<file path="config.mk">
export PLATFORM = sky130hd
export DESIGN_NAME = morse_msg_seq
export DESIGN_NICKNAME = d
export VERILOG_FILES = /design/src/rtl/morse_msg_seq.sv
export SDC_FILE = /design/constraint.sdc
export NUM_CORES = 1
export LEC_CHECK = 0
export BUFFER_PORTS_ARGS = -buffer_cell sky130_fd_sc_hd__buf_2
export CAP_MARGIN = 20
export CELL_PAD_IN_SITES_DETAIL_PLACEMENT = 1
export CELL_PAD_IN_SITES_GLOBAL_PLACEMENT = 1
export CORE_UTILIZATION = 45
export DETAILED_ROUTE_END_ITERATION = 16
export MAX_ROUTING_LAYER = met4
export PLACE_DENSITY_LB_ADDON = 0.25
export SLEW_MARGIN = 10
export SYNTH_ARGS = -nofsm -noshare
export SYNTH_HDL_FRONTEND = slang
export SYNTH_SLANG_ARGS = --single-unit
</file>
<file path="constraint.sdc">
create_clock -name clk -period 3.4 [get_ports clk]
set_input_delay 0.34 -clock clk [delete_from_list [all_inputs] [get_ports clk]]
set_output_delay 0.34 -clock clk [all_outputs]
set_load 0.02 [all_outputs]
</file>
<file path="src/rtl/morse_msg_seq.sv">
// morse_msg_seq
//
// Holds a runtime-loadable message in a small character buffer. It hands the
// characters one at a time to a Morse encoder over a valid/ready handshake,
// and inserts a fixed inter-letter gap after every accepted character. It can
// send the message once (one-shot) or loop over it until aborted (beacon).
//
// Ports:
//   clk, rst_n           rising-edge clock, asynchronous active-low reset
//   wr_en/wr_addr/wr_data buffer write port, only honoured while not busy
//   msg_len              message length, clamped to MAX_LEN, latched on start
//   repeat_en            beacon mode, latched on start
//   start                begin a message (level or pulse)
//   abort                return to idle at once, without a done pulse
//   char_valid/char_ready handshake with the encoder
//   char_out/char_idx    current character and its buffer index
//   busy                 message in progress (PRESENT or GAP)
//   done                 one-cycle pulse when a one-shot message completes
module morse_msg_seq #(
    parameter int CHAR_W      = 8,
    parameter int MAX_LEN     = 16,
    parameter int IDX_W       = 4,
    parameter int SLOT_CYCLES = 18,
    parameter int CNT_W       = 8
) (
    input  logic              clk,
    input  logic              rst_n,
    input  logic              wr_en,
    input  logic [IDX_W-1:0]  wr_addr,
    input  logic [CHAR_W-1:0] wr_data,
    input  logic [IDX_W:0]    msg_len,
    input  logic              repeat_en,
    input  logic              start,
    input  logic              abort,
    output logic              char_valid,
    input  logic              char_ready,
    output logic [CHAR_W-1:0] char_out,
    output logic [IDX_W-1:0]  char_idx,
    output logic              busy,
    output logic              done
);

    typedef enum logic [1:0] {
        IDLE    = 2'd0,
        PRESENT = 2'd1,
        GAP     = 2'd2,
        DONE    = 2'd3
    } state_t;

    state_t             state;
    state_t             state_next;
    logic [IDX_W-1:0]   idx;
    logic [IDX_W-1:0]   idx_next;
    logic [CNT_W-1:0]   cnt;
    logic [CNT_W-1:0]   cnt_next;
    logic [IDX_W:0]     len_q;
    logic [IDX_W:0]     len_next;
    logic               repeat_q;
    logic               repeat_next;
    logic [IDX_W:0]     len_clamped;
    logic [IDX_W:0]     idx_inc;

    logic [CHAR_W-1:0]  mem [MAX_LEN];

    // Buffer is deliberately not reset. Writes are blocked while a message is
    // in flight so the character being presented can never change under the
    // encoder.
    always_ff @(posedge clk) begin
        if (wr_en && !busy) begin
            mem[wr_addr] <= wr_data;
        end
    end

    // Requests longer than the buffer simply send the whole buffer.
    assign len_clamped = (msg_len > (IDX_W+1)'(MAX_LEN)) ? (IDX_W+1)'(MAX_LEN) : msg_len;

    // One bit wider than idx so that idx+1 == MAX_LEN compares correctly.
    assign idx_inc = {1'b0, idx} + (IDX_W+1)'(1);

    always_ff @(posedge clk or negedge rst_n) begin
        if (!rst_n) begin
            state    <= IDLE;
            idx      <= '0;
            cnt      <= '0;
            len_q    <= '0;
            repeat_q <= 1'b0;
        end else begin
            state    <= state_next;
            idx      <= idx_next;
            cnt      <= cnt_next;
            len_q    <= len_next;
            repeat_q <= repeat_next;
        end
    end

    // Next-state and output decode. Abort wins over everything outside IDLE,
    // including an accept on the same edge (that character still went out).
    always_comb begin
        state_next  = state;
        idx_next    = idx;
        cnt_next    = cnt;
        len_next    = len_q;
        repeat_next = repeat_q;
        char_valid  = 1'b0;
        busy        = 1'b0;
        done        = 1'b0;

        case (state)
            IDLE: begin
                if (start && !abort) begin
                    len_next    = len_clamped;
                    repeat_next = repeat_en;
                    idx_next    = '0;
                    state_next  = (len_clamped == '0) ? DONE : PRESENT;
                end
            end
            PRESENT: begin
                char_valid = 1'b1;
                busy       = 1'b1;
                if (abort) begin
                    state_next = IDLE;
                    idx_next   = '0;
                end else if (char_ready) begin
                    state_next = GAP;
                    cnt_next   = CNT_W'(SLOT_CYCLES - 1);
                end
            end
            GAP: begin
                busy = 1'b1;
                if (abort) begin
                    state_next = IDLE;
                    idx_next   = '0;
                end else if (cnt == '0) begin
                    if (idx_inc < len_q) begin
                        idx_next   = idx + IDX_W'(1);
                        state_next = PRESENT;
                    end else if (repeat_q) begin
                        idx_next   = '0;
                        state_next = PRESENT;
                    end else begin
                        state_next = DONE;
                    end
                end else begin
                    cnt_next = cnt - CNT_W'(1);
                end
            end
            DONE: begin
                done       = 1'b1;
                idx_next   = '0;
                state_next = IDLE;
            end
            default: begin
                state_next = IDLE;
            end
        endcase
    end

    // char_out is forced to zero outside PRESENT so it reads zero after reset
    // even though the buffer itself holds arbitrary data.
    assign char_out = (state == PRESENT) ? mem[idx] : '0;
    assign char_idx = idx;

endmodule

</file>
Word level (Yosys, flattened, before mapping)
Memories as Yosys holds them, arrays and structs flattened. Index checks and enable logic that the tools add are counted.

Add/subtract/negate cells: 3. Equal/unequal tests: 12. Reduce and logical (&&, ||, !) cells: 13. Multiplexer cells: 28. Order comparisons: 2.

Operators by type and width (number): 8-bit two-way mux (5); 4-bit two-way mux (6); 2-bit two-way mux (8); 4-bit case mux with 4 select lines (1); 8-bit case mux with 2 select lines (1); 2-bit inequality test, second input constant (6); 8-bit logical NOT (1); 2-bit case mux with 4 select lines (1); 8-bit by 1-bit subtractor with 8-bit output, second input constant (1); 3-bit inequality test, second input constant (2); 4-bit by 1-bit adder with 5-bit output, second input constant (1); 5-bit greater-than comparator, second input constant (1); 5-bit logical NOT (1); 5-bit less-than comparator (1); 1-bit two-way mux (5); 5-bit two-way mux (1); 5-bit AND reduction (1); 4-bit by 1-bit adder with 4-bit output, second input constant (1); 2-bit == test, second input constant (2); 4-bit inequality test, second input constant (1); 4-bit AND reduction (1); 3-bit AND reduction (1); 2-bit by 1-bit == test with 1-bit output, second input constant (1); 1-bit logical AND (2); 5 further kinds (6).

Memory bits (writable): 128. Output and inout bits: 15. Logic and storage cells: 64. Register bits: 20. Memories kept: 1. Bits of input ports: 24.

Memories: mem (depth 16, width 8, rd ports 1, clocked after Yosys merged registers in 0, write ports 1, RTL line 63) `logic [CHAR_W-1:0] mem [MAX_LEN];`.

Logic depth before layout (Yosys ltp)
Gate-level depths: netlist (run 1).

Depth after elaboration: 7. Mapped depth: 10. Gate-level depth less buffers: 9.

Least setup slack after synthesis (run 1)
Ideal clock, no wire load.

Kind: flip-flop to flip-flop. Start point: register state[0]. End point: memory mem[1][0] (enable). Stages on the path, launching flop included: 6. Path slack: 0.890 ns. Period minus slack after synthesis: 2.510 ns. Setup time: 0.383 ns. Required time: 3.017 ns. Data arrival time: 2.127 ns. Cell sequence: dfrtp_1 inv_1 ha_1 nand2b_1 or3b_2 nor3_1.

Cells in the longest elaborated chain, start to end: 7.

Ends and longest elaborated chain: start, declared (RTL line 50) `state_t state;`; start signal, assigned (RTL line 88) `state <= state_next;`; 2-bit by 1-bit == test with 1-bit output / 2-bit == test (equally long branches) (RTL line 108) `case (state)`; 2-bit OR reduction (no source line) (*); 1-bit two-way mux (*) (RTL line 108); named net busy (RTL line 39) `output logic busy,`; 1-bit logical NOT (*) (RTL line 69) `if (wr_en && !busy) begin`; 1-bit logical AND (*) (RTL line 69); 1-bit two-way mux (*) (RTL line 69); 1-bit two-way mux (implied by the code) (*) (RTL line 70) `mem[wr_addr] <= wr_data;`; end, declared (RTL line 63).

The timed path passes the listed nets; every way through them passes the cells marked *.

Worst setup path in the final report (run 1)
Start point: register idx[0] (netlist: char_idx[0]). End point: output char_out[1].

Cells in the longest elaborated chain, start to end: 2.

Ends and longest elaborated chain: start, declared (RTL line 52) `logic [IDX_W-1:0] idx;`; start signal, assigned (RTL line 89) `idx <= idx_next;`; memory read 16 x 8 bit; 8-bit two-way mux (RTL line 160) `assign char_out = (state == PRESENT) ? mem[idx] : '0;`; end, declared (RTL line 37) `output logic [CHAR_W-1:0] char_out,`.

No other way between the ends.

==> out/metrics.cfg, run 1 <==
[logic_synthesis]
cell_accounting_for_the_most_synthesized_area = sky130_fd_sc_hd__edfxtp_1
postSynth.topFlopCell = sky130_fd_sc_hd__edfxtp_1
yosys.area.top_type_share_pct = 61.48
yosysSeqAreaShare_pct = 69.48
synth_area_um2 = 6252
netlist-cell-type-count = 49
post_synth_most_frequent_cells = sky130_fd_sc_hd__edfxtp_1, sky130_fd_sc_hd__mux4_2, sky130_fd_sc_hd__dfrtp_1, sky130_fd_sc_hd__nor2_1, sky130_fd_sc_hd__mux2i_1
synth_edf_count = 128
postSynth.asyncResetShare_pct = 13.51
library_cell_with_the_highest_instance_count_after_synthesis = sky130_fd_sc_hd__edfxtp_1
ys_seq_elements = 148
count_of_synthesis_stage_warnings_from_yosys = 0
post_synth_inst_count = 350
cell_types_with_the_largest_area_share_after_synthesis = sky130_fd_sc_hd__edfxtp_1, sky130_fd_sc_hd__mux4_2, sky130_fd_sc_hd__dfrtp_1, sky130_fd_sc_hd__mux2i_1, sky130_fd_sc_hd__ha_1
synthesis.nets = 386
postSynthAreaPerCell_um2 = 17.86

[clock_network]
tritoncts.num_buffers = 17
tritoncts = done
post_cts.resized_instances = 0
clkSlewWorstSetupHoldPaths_ns = 0.06
number_of_clock_sinks = 148
cts-root-to-sink-buffers = 2
h-tree-depth = 4
postCtsSetupRepairBufs = 0
worst_skew_pair.late_latency_ns = 0.41
cts_root_buf = sky130_fd_sc_hd__clkbuf_16

[sta]
grt_setup_unrepaired = false
final.setup.tns_ns = 0
layout_min_cycle_time_ns = 2.660
timing.final.max_slew_violations = 0
timing.final.crit_share_pct = 78.24
setup_viol_count_final = 0
max_slew_margin_pct = 42.80
timing.fmax_ghz = 0.3759
final_skew_ns = 0.004781
max_slew.worst_pin.slew_ns = 0.8549
finalHoldViolations = 0

[power_and_ir_drop]
power_w = 0.004939
power_per_cell_area_nw_per_um2 = 682.4
max-vdd-ir-drop_mv = 0.5065
power.static_leakage_nw = 2.482

[drt]
routed_wl_um = 13290
initialDrtViolationCount = 287
first_pass_iters = 4
count_of_nets_left_with_antenna_violations_after_detail_routing = 0
post_drt_via_cell_ratio = 5.554
wl_per_cell_um = 22.37
dr_total_vias = 3299
detail_route.drc_violations = 0

[place]
gp_congestion = 0.8122
place.port_buffers = 38
place.detailed.hpwl_um = 8811

[run]
cap_viol_max_count = 0

[hold_path]
classification_of_the_worst_slack_hold_path = in2reg
min_delay_path_depth = 2

[floorplan]
ios = 39
die_h_um = 119.9
initial_utilization_pct = 46.66
dieArea_um2 = 14370
num_rows = 42
fp.coreArea_um2 = 13400
die_x_um = 119.9

[setup_path]
crit_end = char_out[1]
critPathLaunchType = flop
worst_path_max_delay_cell = sky130_fd_sc_hd__mux4_2
critical_path.endpoint_type = output pin
crit_path_cell_trace = buf_4 > mux4_2 > mux2i_1 > o22ai_1 > buf_2
crit_required_ns = 3.06
worst_setup_path_startpoint = char_idx[0]
rr_startpoint = state[0]
regToRegEndpoint = mem[13][2]
worstPathMaxFanout = 16
cp_num_buf_inv = 2
reg2reg_slack_ns = 0.83
cp_top_family = multiplexers
rr_worst_depth = 5
crit_cells = 5
cpPeakStageDelay_ns = 0.58
timing_worst_setup_path_type = reg2out
arrival_ns = 2.32

[global_routing]
globalRoute.totalOverflow = 0
antenna_found_initial = 0
globalRouteTotalUtil_pct = 21.04
global_route_wire_length_before_repair_um = 20850
maximum_number_of_pins_on_one_net_before_global_route_repair = 36
grt_pass1_vias = 3674

[status]
status = complete, no violations

[finish]
antenna_cells = 0
filler_cell_count = 1247
finalNetCount = 441
areaGrowthSynthToFinish_pct = 15.75
final_layout_size_suffix_gt1_share_pct = 28.95

worst min-delay path by stage:
stage                   start          end
finish              repeat_en     repeat_q
global route        repeat_en     repeat_q
CTS                 repeat_en     repeat_q
detailed placement      rst_n     len_q[1]
global placement        rst_n     len_q[2]
floorplan               rst_n  char_idx[0]
timing repair:
item | 4_1_cts | 5_1_grt
endpoints found under the hold margin | 20 | 0
hold buffers | 1 | 0
setup endpoints to repair | 0 | 0
where the power goes:
part / internal, W / switching [W] / total [W]
Sequential: 0.00209 / 0.0000707 / 0.00216
Combinational: 0.000404 / 0.000586 / 0.000989
Clock: 0.00108 / 0.000716 / 0.00179
Total: 0.00357 / 0.00137 / 0.00494
cells by family (layout without fill, tap and decap cells):
group / after synthesis / in the layout / synth area share, %
xor+xnor: 7 / 7 / 0.9806
fa+ha+maj: 12 / 12 / 2.401
buf+inv: 21 / 89 / 1.561
simple gates: 75 / 75 / 6.704
flops: 148 / 148 / 69.48
mux: 53 / 53 / 15.01
compound gates: 34 / 34 / 3.862
routing by layer:
| layer | routed length, um | track usage [%] | vias to the layer above | share of wire, % |
|---|---|---|---|---|
| met5 | 0 | - | - | 0 |
| met4 | 129 | 5.703 | 0 | 0.97 |
| met3 | 495 | 5.133 | 14 | 3.7 |
| met2 | 6701 | 33.20 | 70 | 50 |
| met1 | 5960 | 27.43 | 1712 | 45 |
| li1 | - | - | 1503 | - |
placed cells by master (no fill, tap or decap), types with 8 or more instances in the layout:
master,synthesis,layout
sky130_fd_sc_hd__inv_1,10,10
sky130_fd_sc_hd__o22ai_1,9,9
sky130_fd_sc_hd__mux2i_1,18,18
sky130_fd_sc_hd__mux4_2,32,32
sky130_fd_sc_hd__buf_2,3,38
sky130_fd_sc_hd__nand2_1,13,13
sky130_fd_sc_hd__edfxtp_1,128,128
sky130_fd_sc_hd__ha_1,12,12
sky130_fd_sc_hd__dfrtp_1,20,19
sky130_fd_sc_hd__buf_4,4,8
sky130_fd_sc_hd__nor2_1,20,20
sky130_fd_sc_hd__nand2b_1,9,9
sky130_fd_sc_hd__clkbuf_16,0,17
state kept, by name, indices dropped and copies added, names as in the netlist:
name and cells:
repeat_q 1, cnt 8, len_q 5, mem 128
state 2, char_idx 4
per-stage QoR:
step / instances / utilization [%] / hold slack (ns) / area [um2] / setup WS [ns]
3_3_place_gp: 561 / 49.73 / 0.3294 / 6664 / 0.9546
4_1_cts: 594 / 54.01 / 0.1439 / 7237 / 0.6886
2_1_floorplan: 350 / - / 0.04441 / 6252 / 0.8898
3_5_place_dp: 561 / 49.73 / 0.3367 / 6664 / 0.8184
5_1_grt: 594 / 54.01 / 0.1635 / 7237 / 0.6273
6_report: 594 / 54.01 / 0.1586 / 7237 / 0.7399
layout make-up:
| type | instances | area, um2 | share of cell area, % |
|---|---|---|---|
| timing repair buffer | 47 | 260.3 | 3.596 |
| multi-input combinational | 181 | 1810 | 25.02 |
| sequential | 148 | 4345 | 60.04 |
| clock inverter | 13 | 130.1 | 1.798 |
| inverter | 10 | 37.54 | 0.5187 |
| tap | 176 | 220.2 | 3.043 |
| clock buffer | 19 | 432.9 | 5.982 |
Power figures use the tool's default switching activity.
==> inputs of run 2 (changes only) <==
- clock period: 3.4 -> 2.4 ns (I/O delays scaled with it)
==> out/metrics.cfg, run 2 (same netlist as run 1, synthesis figures left out) <==
[status]
failed_checks = setup timing
status = finished with violations

[power_and_ir_drop]
max-vdd-ir-drop_mv = 0.6014
power_per_cell_area_nw_per_um2 = 978.5
power.static_leakage_nw = 2.710

[drt]
count_of_nets_left_with_antenna_violations_after_detail_routing = 0
initialDrtViolationCount = 248
detail_route.drc_violations = 0
post_drt_via_cell_ratio = 5.535
routed_wl_um = 14050
topRoutingLayerUsed = met4
dr_total_vias = 3426
m1WireLength_um = 5783
wl_per_cell_um = 22.70
detailroute.wirelength.met2_um = 7218
dr_wl_met3_um = 848
first_pass_iters = 6

[finish]
number_of_flip_flops_in_the_largest_register = 128
largest_register = mem
top_regs = mem: 128 flops, cnt: 8 flops, len_q: 5 flops
layout.cells.most_common_list = sky130_fd_sc_hd__edfxtp_1, sky130_fd_sc_hd__mux4_2, sky130_fd_sc_hd__buf_2
multi_input_gate_area_um2 = 1962
final_layout_size_suffix_gt1_share_pct = 37.78
finalNetCount = 465
filler_cell_count = 1207
mostFrequentLayoutCell = sky130_fd_sc_hd__edfxtp_1
areaGrowthSynthToFinish_pct = 24.27
ff_latch_area_um2 = 4345

[setup_path]
arrival_ns = 2.17
critPathLaunchType = flop
timing_worst_setup_path_type = reg2out
worstPathMaxFanout = 5
critical_path.endpoint_type = output pin
crit_required_ns = 2.16

[sta]
timing.final.max_slew_violations = 0
postLayoutSetupSlackWorst_ns = -0.008219
layout_min_cycle_time_ns = 2.408
final_skew_ns = 0.009741
finalHoldViolations = 0
hold-worst-slack_ns = 0.04700
timing.final.crit_share_pct = 100.3
setup_viol_count_final = 1
grt_setup_unrepaired = true
final.setup.tns_ns = -0.008219
max_slew.worst_pin.slew_ns = 0.6112
max_slew_margin_pct = 58.94
timing.fmax_ghz = 0.4152

[floorplan]
die_x_um = 119.9
ios = 39
dieArea_um2 = 14370
fp.coreArea_um2 = 13400
initial_utilization_pct = 46.66
die_h_um = 119.9
num_rows = 42

[global_routing]
globalRouteTotalUtil_pct = 22.15
grt_pass1_vias = 3730
global_route_wire_length_before_repair_um = 21740
globalRoute.totalOverflow = 0
antenna_found_initial = 1
maximum_number_of_pins_on_one_net_before_global_route_repair = 21

[run]
cap_viol_max_count = 0

[place]
gp_congestion = 0.7660
place.port_buffers = 38
place.detailed.hpwl_um = 8747
place_worst_setup_slack_ns = -0.1177

[clock_network]
cts-root-to-sink-buffers = 2
worst_skew_pair.late_latency_ns = 0.43
tritoncts.num_buffers = 17
clkSlewWorstSetupHoldPaths_ns = 0.06
number_of_clock_sinks = 148
tritoncts = done
h-tree-depth = 4
cts_root_buf = sky130_fd_sc_hd__clkbuf_16

[hold_path]
classification_of_the_worst_slack_hold_path = in2reg

## run 2: area by class of cell
type / count / area share (%)
clock buffer: 17 / 5.475
timing repair buffer: 71 / 7.729
antenna: 1 / 0.03221
tap: 176 / 2.834
inverter: 10 / 0.4831
clock inverter: 15 / 2.271
sequential: 148 / 55.93
multi-input combinational: 181 / 25.25
## run 2: final timing paths
| check | cells past startpoint | from | end | slack [ns] |
|---|---|---|---|---|
| worst max-delay path | 6 | char_idx[0] | char_out[3] | -0.008 |
| worst min-delay path | 2 | repeat_en | repeat_q | 0.05 |
| worst max register to register | 9 | char_idx[0] | char_idx[1] | 0.07 |
| worst min register to register | 2 | len_q[0] | len_q[0] | 0.48 |
| max in group asynchronous | 2 | rst_n | char_idx[0] | 1.73 |
| min in group asynchronous | 2 | rst_n | len_q[2] | 0.31 |
## run 2: what timing repair did
action                                 CTS  global route
gates resized for setup                 27            15
setup buffers                            5             0
setup endpoints to repair               12            13
cloned                                   4             1
pin swaps                                2             4
hold buffers                             1             0
endpoints found under the hold margin   20             0
## run 2: critical path, stage by stage, from the launching register on
cell	delay [ns]
sky130_fd_sc_hd__dfrtp_2	0.42
sky130_fd_sc_hd__buf_4	0.14
sky130_fd_sc_hd__buf_12	0.12
sky130_fd_sc_hd__mux4_2	0.52
sky130_fd_sc_hd__mux2i_2	0.23
sky130_fd_sc_hd__o22ai_1	0.12
sky130_fd_sc_hd__buf_4	0.19
## run 2: power breakdown
part           internal [W]  leakage (nW)  total, W  switching [W]
clock network       0.00164         0.287   0.00270        0.00107
registers           0.00295          1.41   0.00306       0.000110
logic              0.000874          1.01   0.00183       0.000961
## run 2: per-stage QoR
step | power [W] | instances | util (%) | instance area, um2
detailed placement | 0.004517 | 575 | 50.64 | 6787
floorplan | 0.004095 | 350 | - | 6257
finish | 0.007603 | 619 | 57.98 | 7770
global placement | 0.004471 | 575 | 50.64 | 6787
global route | 0.007907 | 619 | 57.98 | 7770
CTS | 0.007544 | 617 | 57.12 | 7655
## run 2: per-layer routing
layer / track usage (%) / vias to the layer above
met3: 6.892 / 16
met1: 26.53 / 1761
met4: 7.422 / 0
met2: 35.73 / 89
li1: - / 1560
met5: - / -
